File: src/rtl/inst_fetch_pkg.sv
// Shared types for the dual-issue fetch front end: widths, queue entry layout
// and the decode slot-count encoding.
package inst_fetch_pkg;

  localparam int PC_W   = 32;
  localparam int INST_W = 32;

  // dec_accept encoding; ACC_MAX is legal on the port and treated as two slots.
  typedef enum logic [1:0] {
    ACC_NONE = 2'd0,
    ACC_ONE  = 2'd1,
    ACC_TWO  = 2'd2,
    ACC_MAX  = 2'd3
  } slot_cnt_e;

  typedef struct packed {
    logic [PC_W-1:0]   pc;
    logic [INST_W-1:0] inst;
  } fetch_entry_t;

  function automatic logic [1:0] clamp_slots(input logic [1:0] n);
    return (n == ACC_MAX) ? ACC_TWO : n;
  endfunction

endpackage

File: src/rtl/fetch_queue.sv
// Circular buffer of {pc, inst} entries with a 2-wide write port and a
// 2-wide read window at the head.
module fetch_queue
  import inst_fetch_pkg::*;
#(
  parameter  int QDEPTH = 8,
  localparam int AW     = $clog2(QDEPTH),
  localparam int CW     = AW + 1
) (
  input  logic         clk,
  input  logic         rst,
  input  logic         push,
  input  fetch_entry_t wdata0,
  input  fetch_entry_t wdata1,
  input  logic [1:0]   pop,
  input  logic         flush,
  output fetch_entry_t rdata0,
  output fetch_entry_t rdata1,
  output logic [CW-1:0] count
);

  logic [AW-1:0] head_q, head_d;
  logic [AW-1:0] tail_q, tail_d;
  logic [CW-1:0] count_q, count_d;
  fetch_entry_t  mem_q [QDEPTH];

  always_comb begin
    head_d  = head_q;
    tail_d  = tail_q;
    count_d = count_q;
    if (flush) begin
      head_d  = tail_q;
      count_d = '0;
    end else begin
      if (push) tail_d = tail_q + AW'(2);
      head_d  = head_q + AW'(pop);
      count_d = count_q + (push ? CW'(2) : CW'(0)) - CW'(pop);
    end
  end

  always_ff @(posedge clk) begin
    if (rst) begin
      head_q  <= '0;
      tail_q  <= '0;
      count_q <= '0;
    end else begin
      head_q  <= head_d;
      tail_q  <= tail_d;
      count_q <= count_d;
    end
  end

  // Storage needs no reset: count gates every read.
  always_ff @(posedge clk) begin
    if (push && !flush && !rst) begin
      mem_q[tail_q]          <= wdata0;
      mem_q[tail_q + AW'(1)] <= wdata1;
    end
  end

  assign rdata0 = mem_q[head_q];
  assign rdata1 = mem_q[head_q + AW'(1)];
  assign count  = count_q;

endmodule

File: src/rtl/inst_fetch.sv
// Dual-issue fetch front end: drives the ROM pair address, buffers replies and
// presents up to two {pc, inst} slots to decode; handles redirect and back-pressure.
module inst_fetch
  import inst_fetch_pkg::*;
#(
  parameter logic [PC_W-1:0] RESET_PC = 32'h0000_0000,
  parameter logic [PC_W-1:0] PC_STEP  = 32'd4,
  parameter int              QDEPTH   = 8
) (
  input  logic              clk,
  input  logic              rst,
  output logic [PC_W-1:0]   pc,
  output logic [PC_W-1:0]   pc_4,
  input  logic [INST_W-1:0] inst1,
  input  logic [INST_W-1:0] inst2,
  input  logic              redirect_valid,
  input  logic [PC_W-1:0]   redirect_pc,
  input  logic [1:0]        dec_accept,
  output logic              out_valid1,
  output logic [PC_W-1:0]   out_pc1,
  output logic [INST_W-1:0] out_inst1,
  output logic              out_valid2,
  output logic [PC_W-1:0]   out_pc2,
  output logic [INST_W-1:0] out_inst2
);

  localparam int CW = $clog2(QDEPTH) + 1;

  logic [PC_W-1:0] fetch_pc_q, fetch_pc_d;
  logic [CW-1:0]   count;
  logic [CW-1:0]   free;
  logic [1:0]      acc;
  logic [1:0]      pop;
  logic            push;
  fetch_entry_t    wdata0, wdata1, rdata0, rdata1;

  // Free space is judged on the pre-pop count, so a pair is only fetched when
  // both slots are guaranteed regardless of what decode takes this cycle.
  assign free = CW'(QDEPTH) - count;
  assign push = !rst && !redirect_valid && (free >= CW'(2));
  assign acc  = clamp_slots(dec_accept);

  always_comb begin
    pop = 2'd0;
    if (!redirect_valid) begin
      pop = (count >= CW'(acc)) ? acc : count[1:0];
    end
  end

  always_comb begin
    fetch_pc_d = fetch_pc_q;
    if (redirect_valid)  fetch_pc_d = redirect_pc;
    else if (push)       fetch_pc_d = fetch_pc_q + (PC_STEP << 1);
  end

  always_ff @(posedge clk) begin
    if (rst) fetch_pc_q <= RESET_PC;
    else     fetch_pc_q <= fetch_pc_d;
  end

  assign pc   = fetch_pc_q;
  assign pc_4 = fetch_pc_q + PC_STEP;

  assign wdata0 = '{pc: pc,   inst: inst1};
  assign wdata1 = '{pc: pc_4, inst: inst2};

  fetch_queue #(.QDEPTH(QDEPTH)) u_queue (
    .clk    (clk),
    .rst    (rst),
    .push   (push),
    .wdata0 (wdata0),
    .wdata1 (wdata1),
    .pop    (pop),
    .flush  (redirect_valid),
    .rdata0 (rdata0),
    .rdata1 (rdata1),
    .count  (count)
  );

  assign out_valid1 = (count >= CW'(1));
  assign out_valid2 = (count >= CW'(2));
  assign out_pc1    = out_valid1 ? rdata0.pc   : '0;
  assign out_inst1  = out_valid1 ? rdata0.inst : '0;
  assign out_pc2    = out_valid2 ? rdata1.pc   : '0;
  assign out_inst2  = out_valid2 ? rdata1.inst : '0;

endmodule

File: config.mk
export PLATFORM = sky130hd
export DESIGN_NAME = inst_fetch
export DESIGN_NICKNAME = d
export VERILOG_FILES = /design/src/rtl/inst_fetch_pkg.sv /design/src/rtl/fetch_queue.sv /design/src/rtl/inst_fetch.sv
export SDC_FILE = /design/constraint.sdc
export NUM_CORES = 1
export LEC_CHECK = 0
export CAP_MARGIN = 20
export CORE_MARGIN = 1
export CORE_UTILIZATION = 47
export CTS_BUF_LIST = sky130_fd_sc_hd__clkbuf_16
export CTS_CLUSTER_SIZE = 40
export DETAILED_ROUTE_END_ITERATION = 10
export PLACE_DENSITY = 0.71
export SYNTH_ARGS = -nofsm -noshare
export SYNTH_HDL_FRONTEND = slang
export SYNTH_HIERARCHICAL = 1
export SYNTH_SLANG_ARGS = --single-unit
File: constraint.sdc
create_clock -name clk -period 4.7 [get_ports clk]
set_input_delay 0.47 -clock clk [delete_from_list [all_inputs] [get_ports clk]]
set_output_delay 0.47 -clock clk [all_outputs]
set_load 0.02 [all_outputs]
==> results.cfg <==
[run_status]
status = finished clean

[sta]
fmax_mhz = 228.6
clock-skew-final_ps = 24.12
rsz0062_at_grt = false
worstMarginPinSlew_ps = 1210
layout_worst_path_cycle_share_pct = 93.07
max_slew_margin_pct = 19.30
setup-violations-final = 0
worst_case_setup_margin_in_the_final_layout_ps = 325.5
number_of_max_slew_violations_in_the_final_report = 0
timing_hold_violations_final = 0
timing.setup.tns_ps = 0
layout_min_cycle_time_ps = 4375

[pwr]
power.leakage_uw = 0.01083
power.switching_uw = 4368
power.share.sequential_pct = 38.8
power_report.internal_total_uw = 10060
total_power_uw = 14430
combPwrFrac_pct = 28.8
p_sw_share_pct = 30.26
pwr-share-clk_pct = 32.4
vdd_ir_drop_max_v = 0.0003729
power.density_nw_per_um2 = 430.8

[finish]
syn2layout_area_growth_pct = 20.05
layoutNonFillerInstCount = 2963
nNetsFinal = 2271
drive_gt1_share_pct = 15.31
finish.utilization_pct = 57.63

[route]
drtAntennaViolNets = 0
vias_per_cell = 6.143
dr_total_vias = 18200
initialDrtViolationCount = 1172
drtPass1Iterations = 7
wl_per_cell_um = 24.15
detail_route.wirelength_um = 71560
drc = 0

[floorplan]
initial_core_util_pct = 48.00
die_area_um2 = 60350
fp.dieH_um = 245.7
rows = 88
die_width_um = 245.7
design.core.area_um2 = 58140
io-pin-count = 295

[worst_setup_path]
worst_ep_arrival_time_ps = 3900
cp.required_ps = 4230
launching_element_of_the_worst_setup_path = pc[11]$_SDFFE_PP0P_
worstSetupEndpointType = output port
r2r_setup_slack_ps = 740
critPathMaxStageDelay_ps = 720
slowest_stage = sky130_fd_sc_hd__clkdlybuf4s50_1
worstSetupStartpointType = register
rr_endpoint = u_queue/count[3]$_SDFF_PP0_
reg2reg_depth = 14
setup.worst_path.end = pc_4[20]
worstPathCellList = and4_1 > nand3_1 > nor2_1 > nand3_1 > xnor2_1 > clkdlybuf4s50_1
r2r_start = u_queue/count[1]$_SDFF_PP0_
critPathMostFrequentCell = sky130_fd_sc_hd__nand3_1
timing.setup.critical_path_class = register to output port
worstPathMaxFanout = 10

[yosys]
synth_cells = 1930
postSynthNetCount = 2051
synth_seq_cells = 553
synth_top_area_cell = sky130_fd_sc_hd__edfxtp_1
yosys-top-cells-area = sky130_fd_sc_hd__edfxtp_1 (55%), sky130_fd_sc_hd__mux4_2 (10%), sky130_fd_sc_hd__nor2b_1 (5.8%), sky130_fd_sc_hd__mux2i_1 (4.8%), sky130_fd_sc_hd__a2111oi_0 (4.0%)
yosysUniqueCellTypes = 57
postSynthAreaPerCell_um2 = 14.46
synth_enable_flop_cells = 512
yosysWarnings = 6
synth_top_area_share_pct = 55.09
asyncSetResetFlopFracSynth_pct = 0
synth_top_flop_cell = sky130_fd_sc_hd__edfxtp_1
synth-seq-area-share_pct = 58.03
mappedNetlistArea_um2 = 27910

[clock_network]
post-cts-setup-buffers = 0
worst_setup_hold_path_clk_slew_ps = 70
cts_tree = done
cts_max_level = 2
max-clock-path-buffers = 3
numCtsBuffers = 57
clock_sink_count = 553
cts_repair_resize_count = 0
clock-root-buffer = sky130_fd_sc_hd__clkbuf_16
clock_insertion_delay_worst_skew_ps = 620
post_cts_hold_buffer_count = 0

[flow_run]
max-cap-violations = 0

[placed_design]
placed_cells = 2855
place_worst_setup_slack_ps = 343.0
numPortBuffers = 294
hpwl_um = 42010
place.gp.congestion = 0.8368

[global_routing]
wire_length_of_the_first_global_routing_pass_um = 109000
vias_in_the_first_global_route = 18750
grtUsageTotal_pct = 23.62
leftover_overflow_at_the_end_of_global_routing = 0
antenna_found_initial = 2
pin_count_of_the_biggest_net_entering_global_routing = 283

[min_path]
worstHoldPathType = primary input to register
-- logic make-up (layout without fill, tap and decap cells) --
| family | after synthesis | in the layout | share of synthesized area (%) |
|---|---|---|---|
| AOI/OAI and AO/OA | 183 | 183 | 5.434 |
| xor gates and xnor gates | 46 | 46 | 1.444 |
| muxes | 327 | 327 | 17.75 |
| other | 0 | 3 | 0 |
| and+or+nand+nor | 613 | 613 | 13.32 |
| adders and majority gates | 20 | 20 | 0.9774 |
| DFF | 553 | 553 | 58.03 |
| buffers and inverters | 188 | 453 | 3.040 |
-- cells in the final DEF (no fill, tap or decap), types with 4 or more instances in the layout --
master                            Yosys  routed
sky130_fd_sc_hd__edfxtp_1           512     512
sky130_fd_sc_hd__a211oi_1            12      12
sky130_fd_sc_hd__nand4_1             11      11
sky130_fd_sc_hd__clkinv_2             0       8
sky130_fd_sc_hd__clkdlybuf4s50_1      0     294
sky130_fd_sc_hd__and3_1             142     138
sky130_fd_sc_hd__clkinv_1             0       8
sky130_fd_sc_hd__and4_1               6       6
sky130_fd_sc_hd__mux4_2             128     128
sky130_fd_sc_hd__nor2_1              44      44
sky130_fd_sc_hd__ha_1                17      16
sky130_fd_sc_hd__and3_4               0       4
sky130_fd_sc_hd__bufinv_16            0      10
sky130_fd_sc_hd__o21ai_0             13      13
sky130_fd_sc_hd__buf_12               0      12
sky130_fd_sc_hd__nand2_1             18      18
sky130_fd_sc_hd__nor4_1              66      65
sky130_fd_sc_hd__xor2_1              25      24
sky130_fd_sc_hd__and2_1               4       4
sky130_fd_sc_hd__inv_1               18      33
sky130_fd_sc_hd__nand3_1             18      18
sky130_fd_sc_hd__mux2i_1            135     135
sky130_fd_sc_hd__a2111oi_0          129     129
sky130_fd_sc_hd__xnor2_1             21      20
sky130_fd_sc_hd__nor2b_1            259     259
sky130_fd_sc_hd__nor3_1              17      17
sky130_fd_sc_hd__clkbuf_16            0      59
sky130_fd_sc_hd__or2_2                4       4
sky130_fd_sc_hd__buf_4               18      24
sky130_fd_sc_hd__mux2_2              64      64
sky130_fd_sc_hd__dfxtp_1             41      38
sky130_fd_sc_hd__or3_1                5       5
sky130_fd_sc_hd__a311oi_1             8       8
-- metal layers --
layer	track usage [%]	share of wire (%)
met1	29.96	40
met2	41.04	51
met3	3.929	6.2
met4	7.746	2.6
met5	0	0
-- per-stage QoR --
stage	cell area, µm²	hold slack [ps]
after detailed placement	31530	512.4
after global placement	31530	504.8
final	33500	431.5
after global routing	33500	453.0
after CTS	33470	408.4
after floorplan	27910	509.2
-- cell type report --
type,count,area (µm²)
Fill cell,4492,24630
Sequential cell,553,16210
Timing Repair Buffer,331,3391
Clock buffer,59,1476
Multi-Input combinational cell,1189,10930
Inverter,18,67.56
Antenna cell,3,7.507
Clock inverter,45,460.4
Tap cell,765,957.2
-- synth_stat cells (all sizes together), types with 2 or more instances --
cell type and instances:
inv 18, mux2i 135, a21oi 3, a2111oi 129, nor4 68, xor2 25
dfxtp 41, nand2 18, mux2 64, and2 4, edfxtp 512, o31ai 3
nor4b 2, a211oi 13, a31oi 2, o311a 2, nand3 21, and3 142
nand2b 3, nor2 44, and4 6, or2 4, or4 3, nor3 18
o21ai 14, nor2b 259, fa 3, clkbuf 109, mux4 128, buf 61
o221ai 2, or3 6, xnor2 21, nand4 11, ha 17, o21a 3
a311oi 8
-- flip-flops by register name, indices dropped and copies added, names as in the netlist --
register	count
pc	32
u_queue/count	4
u_queue/head_q	3
u_queue/mem_q	512
u_queue/tail_q	2
-- how the worst min path moves through the flow --
stage | startpoint | end | slack [ps] | cells after the start
4_1_cts | redirect_pc[5] | pc[5]$_SDFFE_PP0P_ | 410 | 3
6_report | redirect_pc[5] | pc[5]$_SDFFE_PP0P_ | 430 | 3
3_5_place_dp | pc[4]$_SDFFE_PP0P_ | pc[4]$_SDFFE_PP0P_ | 510 | 2
2_1_floorplan | u_queue/tail_q[2]$_SDFFE_PP0N_ | u_queue/head_q[2]$_SDFF_PP0_ | 510 | 2
5_1_grt | redirect_pc[8] | pc[8]$_SDFFE_PP0P_ | 450 | 3
3_3_place_gp | pc[4]$_SDFFE_PP0P_ | pc[4]$_SDFFE_PP0P_ | 500 | 2
-- worst max-delay path, delay by kind of cell, from the launching register on --
family                    cells  cell delay, ps
and+or+nand+nor               4            1500
xor gates and xnor gates      1             460
buffers and inverters         1             720
DFF                           1             590
-- power by group through the flow --
stage / Clock, µW / Sequential [µW] / Combinational, µW
2_1_floorplan: 0 / 5680 / 2310
3_3_place_gp: 0 / 5700 / 4140
3_5_place_dp: 0 / 5700 / 4180
4_1_cts: 4760 / 5600 / 4200
5_1_grt: 4940 / 5610 / 4410
6_report: 4670 / 5600 / 4160
No activity file was read; power rests on OpenSTA's default activity.
